===== config.mk =====
export PLATFORM = sky130hd
export DESIGN_NAME = cv32e41s_instr_obi_gasket
export DESIGN_NICKNAME = d
export VERILOG_FILES = /design/src/rtl/cv32e41s_pkg.sv /design/src/rtl/cv32e41s_instr_obi_gasket.sv
export SDC_FILE = /design/constraint.sdc
export NUM_CORES = 1
export LEC_CHECK = 0
export CORE_ASPECT_RATIO = 2
export CORE_MARGIN = 5
export CORE_UTILIZATION = 30
export CTS_CLUSTER_DIAMETER = 50
export CTS_CLUSTER_SIZE = 20
export DETAILED_ROUTE_END_ITERATION = 10
export DONT_BUFFER_PORTS = 1
export GPL_TIMING_DRIVEN = 0
export SLEW_MARGIN = 20
export SYNTH_ARGS = -nofsm -noshare
export SYNTH_HDL_FRONTEND = slang
export SYNTH_SLANG_ARGS = --single-unit

===== constraint.sdc =====
create_clock -name clk -period 1.6 [get_ports clk]
set_input_delay 0.16 -clock clk [delete_from_list [all_inputs] [get_ports clk]]
set_output_delay 0.16 -clock clk [all_outputs]
set_load 0.01 [all_outputs]

===== src/rtl/cv32e41s_pkg.sv =====
// ---------------------------------------------------------------------------
// cv32e41s_pkg
// Types and constants shared by the instruction-side OBI gasket.
//   obi_inst_req_t  : address-phase payload {addr, prot} driven onto OBI
//   obi_inst_resp_t : response payload {rdata, err} forwarded upstream
//   gasket_state_e  : TRANSPARENT / REGISTERED address-phase state
//   INSTR_PROT_FETCH: prot[0] value that marks an instruction fetch
// ---------------------------------------------------------------------------
package cv32e41s_pkg;

  localparam logic INSTR_PROT_FETCH = 1'b0;

  typedef struct packed {
    logic [31:0] addr;
    logic [2:0]  prot;
  } obi_inst_req_t;

  typedef struct packed {
    logic [31:0] rdata;
    logic        err;
  } obi_inst_resp_t;

  typedef enum logic {
    TRANSPARENT = 1'b0,
    REGISTERED  = 1'b1
  } gasket_state_e;

endpackage


===== src/rtl/cv32e41s_instr_obi_gasket.sv =====
// ---------------------------------------------------------------------------
// cv32e41s_instr_obi_gasket
// Bridges the prefetcher transaction interface onto the OBI instruction bus.
// A raised OBI request is held stable until granted, granted-but-unanswered
// transactions are counted and the prefetcher is throttled at the limit,
// responses are forwarded with zero latency, and a response arriving with
// nothing outstanding raises a sticky protocol error.
//
// Ports:
//   clk, rst                 clock / asynchronous active-high reset
//   trans_valid_i/ready_o    prefetcher request handshake
//   trans_addr_i, priv_i     request address (bits [1:0] dropped) and privilege
//   obi_req_o, obi_gnt_i     OBI address-phase handshake
//   obi_addr_o, obi_prot_o   OBI word address and {priv, fetch} protection
//   obi_rvalid_i, rdata_i,
//   obi_err_i                OBI response phase
//   resp_valid_o, rdata_o,
//   resp_err_o               response forwarded to the alignment buffer
//   outstnd_cnt_o            granted-but-unanswered transaction count
//   busy_o                   something outstanding or a request held
//   protocol_err_o           sticky unsolicited-response flag
// ---------------------------------------------------------------------------
module cv32e41s_instr_obi_gasket
  import cv32e41s_pkg::*;
#(
  parameter int MAX_OUTSTANDING = 2,
  parameter int CNT_WIDTH       = $clog2(MAX_OUTSTANDING + 1)
) (
  input  logic                 clk,
  input  logic                 rst,
  input  logic                 trans_valid_i,
  output logic                 trans_ready_o,
  input  logic [31:0]          trans_addr_i,
  input  logic [1:0]           trans_priv_i,
  output logic                 obi_req_o,
  input  logic                 obi_gnt_i,
  output logic [31:0]          obi_addr_o,
  output logic [2:0]           obi_prot_o,
  input  logic                 obi_rvalid_i,
  input  logic [31:0]          obi_rdata_i,
  input  logic                 obi_err_i,
  output logic                 resp_valid_o,
  output logic [31:0]          resp_rdata_o,
  output logic                 resp_err_o,
  output logic [CNT_WIDTH-1:0] outstnd_cnt_o,
  output logic                 busy_o,
  output logic                 protocol_err_o
);

  localparam logic [CNT_WIDTH-1:0] LP_MAX = CNT_WIDTH'(MAX_OUTSTANDING);

  gasket_state_e        r_state;
  gasket_state_e        w_stateNext;
  obi_inst_req_t        r_heldReq;
  obi_inst_req_t        w_liveReq;
  obi_inst_req_t        w_busReq;
  obi_inst_resp_t       w_resp;
  logic [CNT_WIDTH-1:0] r_cnt;
  logic [CNT_WIDTH-1:0] w_cntNext;
  logic                 r_protocolErr;
  logic                 w_cntFull;
  logic                 w_cntNonZero;
  logic                 w_req;
  logic                 w_ready;
  logic                 w_capture;
  logic                 w_inc;
  logic                 w_dec;

  // Request as presented by the prefetcher this cycle. The low address bits
  // are masked rather than sliced off so the whole input bus stays referenced.
  always_comb begin
    w_liveReq      = '0;
    w_liveReq.addr = {trans_addr_i[31:2], trans_addr_i[1:0] & 2'b00};
    w_liveReq.prot = {trans_priv_i, INSTR_PROT_FETCH};
  end

  // The full flag depends only on the registered count, so a response never
  // reopens trans_ready_o in the same cycle it arrives.
  assign w_cntFull    = (r_cnt == LP_MAX);
  assign w_cntNonZero = (r_cnt != '0);

  // FSM next-state and address-phase outputs. TRANSPARENT passes the
  // prefetcher request straight through; if it is accepted but not granted we
  // latch it and replay the held copy in REGISTERED until the grant arrives.
  always_comb begin
    w_stateNext = r_state;
    w_req       = 1'b0;
    w_ready     = 1'b0;
    w_busReq    = r_heldReq;
    w_capture   = 1'b0;
    case (r_state)
      TRANSPARENT: begin
        w_req    = trans_valid_i & ~w_cntFull;
        w_ready  = ~w_cntFull;
        w_busReq = w_liveReq;
        if (trans_valid_i && w_ready && !obi_gnt_i) begin
          w_capture   = 1'b1;
          w_stateNext = REGISTERED;
        end
      end
      REGISTERED: begin
        w_req    = 1'b1;
        w_ready  = 1'b0;
        w_busReq = r_heldReq;
        if (obi_gnt_i) begin
          w_stateNext = TRANSPARENT;
        end
      end
      default: begin
        w_stateNext = TRANSPARENT;
      end
    endcase
  end

  // Outstanding counter next value. A grant and a response in the same cycle
  // cancel out; the saturation guard keeps the count from ever passing the
  // limit even though the request gating already prevents that.
  always_comb begin
    w_inc     = w_req & obi_gnt_i;
    w_dec     = obi_rvalid_i & w_cntNonZero;
    w_cntNext = r_cnt;
    if (w_inc && !w_dec && !w_cntFull) begin
      w_cntNext = r_cnt + CNT_WIDTH'(1);
    end else if (w_dec && !w_inc) begin
      w_cntNext = r_cnt - CNT_WIDTH'(1);
    end
  end

  // State, held request, counter and sticky error registers.
  always_ff @(posedge clk or posedge rst) begin
    if (rst) begin
      r_state       <= TRANSPARENT;
      r_heldReq     <= '0;
      r_cnt         <= '0;
      r_protocolErr <= 1'b0;
    end else begin
      r_state <= w_stateNext;
      r_cnt   <= w_cntNext;
      if (w_capture) begin
        r_heldReq <= w_liveReq;
      end
      if (obi_rvalid_i && !w_cntNonZero) begin
        r_protocolErr <= 1'b1;
      end
    end
  end

  // Responses pass through combinationally; only the valid is qualified.
  always_comb begin
    w_resp.rdata = obi_rdata_i;
    w_resp.err   = obi_err_i;
  end

  assign obi_req_o      = w_req;
  assign obi_addr_o     = w_busReq.addr;
  assign obi_prot_o     = w_busReq.prot;
  assign trans_ready_o  = w_ready;
  assign resp_valid_o   = obi_rvalid_i & w_cntNonZero;
  assign resp_rdata_o   = w_resp.rdata;
  assign resp_err_o     = w_resp.err;
  assign outstnd_cnt_o  = r_cnt;
  assign busy_o         = w_cntNonZero | (r_state == REGISTERED);
  assign protocol_err_o = r_protocolErr;

endmodule

# After elaboration in Yosys (flattened, before gate mapping)

Index checks and enable logic that the tools add are counted.

$add $sub $neg: 2
Eq/ne operators: 1
Multiplexer cells: 9
Bitwise gates (word level): 6
Reductions and logical operators: 13

Operators with widths:

| cell                | count |
|---|---|
| $pmux 35 s2         | 1 |
| $logic_and 1x1->1   | 6 |
| $pmux 1 s2          | 3 |
| $logic_not 1->1     | 5 |
| $mux 2              | 2 |
| $reduce_bool 2->1   | 2 |
| $and 1x1->1         | 3 |
| $mux 1              | 3 |
| $add 2x1->2 const B | 1 |
| $eq 2x2->1 const B  | 1 |
| $not 1->1           | 2 |
| $sub 2x1->2 const B | 1 |
| $or 1x1->1          | 1 |

Register bits after elaboration: 36
Input bits: 72
Output and inout port bits: 75
Logic and storage cells: 36

# Longest topological paths before layout

Depth in word-level cells: 9
Mapped depth: 6
Depth with buffers taken out: 3

# Worst setup path after synthesis

Ideal clock, no wire load.

Kind: register to register
Start: register r_cnt[0], in the netlist outstnd_cnt_o[0]
End: register r_heldReq[10] in the netlist's numbering
Setup time: 0.125 ns
Arrival time: 1.412 ns
Data required time: 1.475 ns
Slack: 0.062 ns
Stages on the path, launching flop included: 6
Path buffers: 2
Clock period less this slack: 1.538 ns
Path through: dfrtp_1 nand2b_4 and4_1 buf_6 buf_12 mux2_4

Cells in the longest elaborated chain, start to end: 6

Ends and longest elaborated chain:

| item                            | RTL line                         | RTL |
|---|---|---|
| from (decl)                     | cv32e41s_instr_obi_gasket.sv:58  | `logic [CNT_WIDTH-1:0] r_cnt;` |
| from (signal assigned)          | cv32e41s_instr_obi_gasket.sv:138 | `r_cnt <= w_cntNext;` |
| $eq 2x2->1                      | cv32e41s_instr_obi_gasket.sv:79  | `assign w_cntFull = (r_cnt == LP_MAX);` |
| $not 1->1                       | cv32e41s_instr_obi_gasket.sv:94  | `w_ready = ~w_cntFull;` |
| $logic_and 1x1->1 (2 in series) | cv32e41s_instr_obi_gasket.sv:96  | `if (trans_valid_i && w_ready && !obi_gnt_i) begin` |
| $mux 1                          | cv32e41s_instr_obi_gasket.sv:96  |  |
| $mux 1                          | cv32e41s_instr_obi_gasket.sv:91  | `case (r_state)` |
| to (signal assigned)            | cv32e41s_instr_obi_gasket.sv:140 | `r_heldReq <= w_liveReq;` |
| to (decl)                       | cv32e41s_instr_obi_gasket.sv:54  | `obi_inst_req_t r_heldReq;` |

No other way between the ends.
A chain may end at the register's enable or synchronous reset.

# Worst setup path in the final report

Start: register r_state
End: output obi_addr_o[24]

Cells in the longest elaborated chain, start to end: 2

Ends and longest elaborated chain:

| item                   | RTL line                         | RTL |
|---|---|---|
| from (decl)            | cv32e41s_instr_obi_gasket.sv:52  | `gasket_state_e r_state;` |
| from (signal assigned) | cv32e41s_instr_obi_gasket.sv:137 | `r_state <= w_stateNext;` |
| $not 1->1              | n/a                              |  |
| $pmux 35 s2 *          | cv32e41s_instr_obi_gasket.sv:91  |  |
| to (decl)              | cv32e41s_instr_obi_gasket.sv:37  | `output logic [31:0] obi_addr_o,` |

Mark *: on every way between the ends. The rest lies on a longest branch, timed or not. The select of a mux whose other input is x is not followed.

==> flow_metrics.env <==
export IMPL_dpl_cell_count=267
export IMPL_cts_sinks=36
export IMPL_routed_via_density=4.66
export IMPL_cts_tree="done"
export IMPL_min_from="trans_addr_i[18]"
export IMPL_globalplace_congestion=0.746
export IMPL_drt_iter0_drc=30
export IMPL_hold_class="in -> reg"
export IMPL_grt_pass1_vias=1416
export IMPL_yosys_area_share_xor_xnor=0
export IMPL_dp_slack_ps=-75.1
export IMPL_synth_fa_ha_area_frac=0
export IMPL_setup_worst_path_end_class="output pin"
export IMPL_htreeDepth=2
export IMPL_internal_power_mw=2.84
export IMPL_grt_max_degree=26
export IMPL_nFillCells=730
export IMPL_slew_violations=0
export IMPL_synth_top_family_by_area="multiplexers"
export IMPL_comb_power_share=0.366
export IMPL_fmax_mhz=646
export IMPL_crit_type="reg -> out"
export IMPL_period_minus_slack_ps=1550
export IMPL_p_sw_frac=0.290
export IMPL_clk_latency_ps=280
export IMPL_reg2reg_depth=5
export IMPL_pin_count=147
export IMPL_cts_root_buf="clkbuf_16"
export IMPL_worst_slack_ps=50.8
export IMPL_ys_warnings_count=0
export IMPL_multiInputGateArea_um2=997
export IMPL_rr_startpoint="outstnd_cnt_o[0]"
export IMPL_async_flop_share=1.00
export IMPL_r2r_end="r_heldReq[2]"
export IMPL_layout_common_cells="41 x buf_4, 34 x mux2_2, 34 x dfrtp_1"
export IMPL_worst_path_max_fanout=10
export IMPL_fin_cells=279
export IMPL_initial_core_util=0.303
export IMPL_setup_violations=0
export IMPL_tns_ps=0
export IMPL_wirelength_mm=4.83
export IMPL_cap_viol_max_count=0
export IMPL_cp_arrival_ps=1390
export IMPL_cellLeakagePower_nw=1.19
export IMPL_nets=257
export IMPL_cts_buffers=5
export IMPL_fin_skew_ps=7.71
export IMPL_seqPwrFrac=0.385
export IMPL_syn_inst=170
export IMPL_r2r_setup_slack_ps=60
export IMPL_dieArea_um2=9500
export IMPL_clkPwrFrac=0.250
export IMPL_die_y_um=133
export IMPL_syn_area_um2=2270
export IMPL_grt_pass1_wl_mm=7.20
export IMPL_seq_area_um2=903
export IMPL_grtUsageTotal=0.0962
export IMPL_fp_row_count=45
export IMPL_ys_ff_latch=36
export IMPL_antenna_cells=0
export IMPL_drive_gt1_frac=0.681
export IMPL_vias=1300
export IMPL_synth_edf_count=0
export IMPL_crit_path_start="r_state"
export IMPL_drcViolationCount=0
export IMPL_synthMuxAreaShare=0.368
export IMPL_ir_drop_uv=622
export IMPL_clkTransAtPathRegs_ps=50
export IMPL_synth_main_ff_cell="dfrtp_1"
export IMPL_wire_per_inst_um=17.3
export IMPL_finalPower_mw=4.00
export IMPL_overflow=0
export IMPL_antenna_found_initial=0
export IMPL_synth_distinct_cells=27
export IMPL_port_buffer_count=0
export IMPL_switchingPower_mw=1.16
export IMPL_final_hold_viol_count=0
export IMPL_powerDensity_nw_per_um2=1520
export IMPL_startpoint_type="flip-flop"
export IMPL_layout_commonest_cell="buf_4"
export IMPL_die_w_um=71.5
export IMPL_syn_avg_cell_area_um2=13.3
export IMPL_outcome="finished, final reports clean"
export IMPL_clockBufferDepth=2
export IMPL_synth_simple_area_share=0.0381
export IMPL_finalCritPeriodShare=0.968
export IMPL_rsz0062_at_grt="true"
export IMPL_core_um2=7490
export IMPL_drtPass1Iterations=4
export IMPL_crit_end="obi_addr_o[24]"
export IMPL_ant_nets=0
export IMPL_required_ps=1440
export IMPL_yosysSeqAreaShare=0.397
export IMPL_synth_compound_area_frac=0.0292
export IMPL_area_growth_pct=15.9
==> stage by stage <==
stage,hold WS [ps],area [um2],util
after CTS,14.6,2610,0.348
final,25.3,2630,0.351
after detailed placement,6.41,2410,0.322
after global placement,267,2390,0.319
after global routing,14.3,2630,0.351
after floorplan,257,2270,-
==> state kept, by name, summed over array words and instances (netlist names) <==
name,cells
r_heldReq,32
protocol_err_o,1
r_state,1
outstnd_cnt_o,2
==> per-layer routing <==
layer	global-route usage	part of all wire	up-vias
li1	-	-	585
met2	0.143	0.49	81
met3	0.0403	0.12	6
met4	0.0418	0.017	0
met5	0	0	-
met1	0.120	0.37	628
==> power groups by stage <==
| stage | Clock, mW | Combinational (mW) | Sequential [mW] |
|---|---|---|---|
| 6_report | 0.998 | 1.46 | 1.54 |
| 5_1_grt | 1.08 | 1.57 | 1.59 |
| 4_1_cts | 1.04 | 1.45 | 1.54 |
| 3_5_place_dp | 0 | 1.43 | 1.54 |
| 3_3_place_gp | 0 | 1.40 | 1.52 |
| 2_1_floorplan | 0 | 1.27 | 1.47 |
==> cell families after synthesis <==
group | count (synthesis)
AO/OA/AOI/OAI | 9
other | 1
flip-flops | 36
multiplexers | 64
buffers and inverters | 48
AND/OR/NAND/NOR | 12
==> worst min path at each step <==
| stage | endpoint | slack (ps) | cells past startpoint |
|---|---|---|---|
| 2_1_floorplan | outstnd_cnt_o[0] | 260 | 1 |
| 3_3_place_gp | outstnd_cnt_o[0] | 270 | 1 |
| 3_5_place_dp | r_heldReq[11] | 6 | 1 |
| 4_1_cts | r_heldReq[23] | 10 | 1 |
| 5_1_grt | r_heldReq[19] | 10 | 1 |
| 6_report | r_heldReq[21] | 30 | 1 |
==> critical path, stage by stage, from the launching register on <==
cell	delay (ps)
dfrtp_1	320
buf_4	180
buf_4	220
mux2_2	390
==> cell type report <==
type,instances,area share
multi-input combinational,88,0.380
inverter,4,0.00571
sequential,36,0.344
timing repair buffer,6,0.0267
buffer,44,0.141
clock buffer,7,0.0581
tap,94,0.0448
==> synth_stat cells, types with 2 or more instances <==
library cell,count,share of area
o21ai_0,2,0.0044
buf_12,3,0.026
mux2_4,30,0.20
dfrtp_1,36,0.40
buf_2,4,0.0088
nor2_1,3,0.0050
buf_4,36,0.12
inv_1,4,0.0066
mux2_2,34,0.17
==> timing repair <==
item / in CTS / in global routing
resized for setup: 5 / 2
setup endpoints to repair: 59 / 43
hold buffers: 3 / 0
cloned: 0 / 0
buffers inserted: 0 / 2
pin swaps: 0 / 0
hold endpoints to repair: 31 / 0
(Power assumes the default switching activity.)
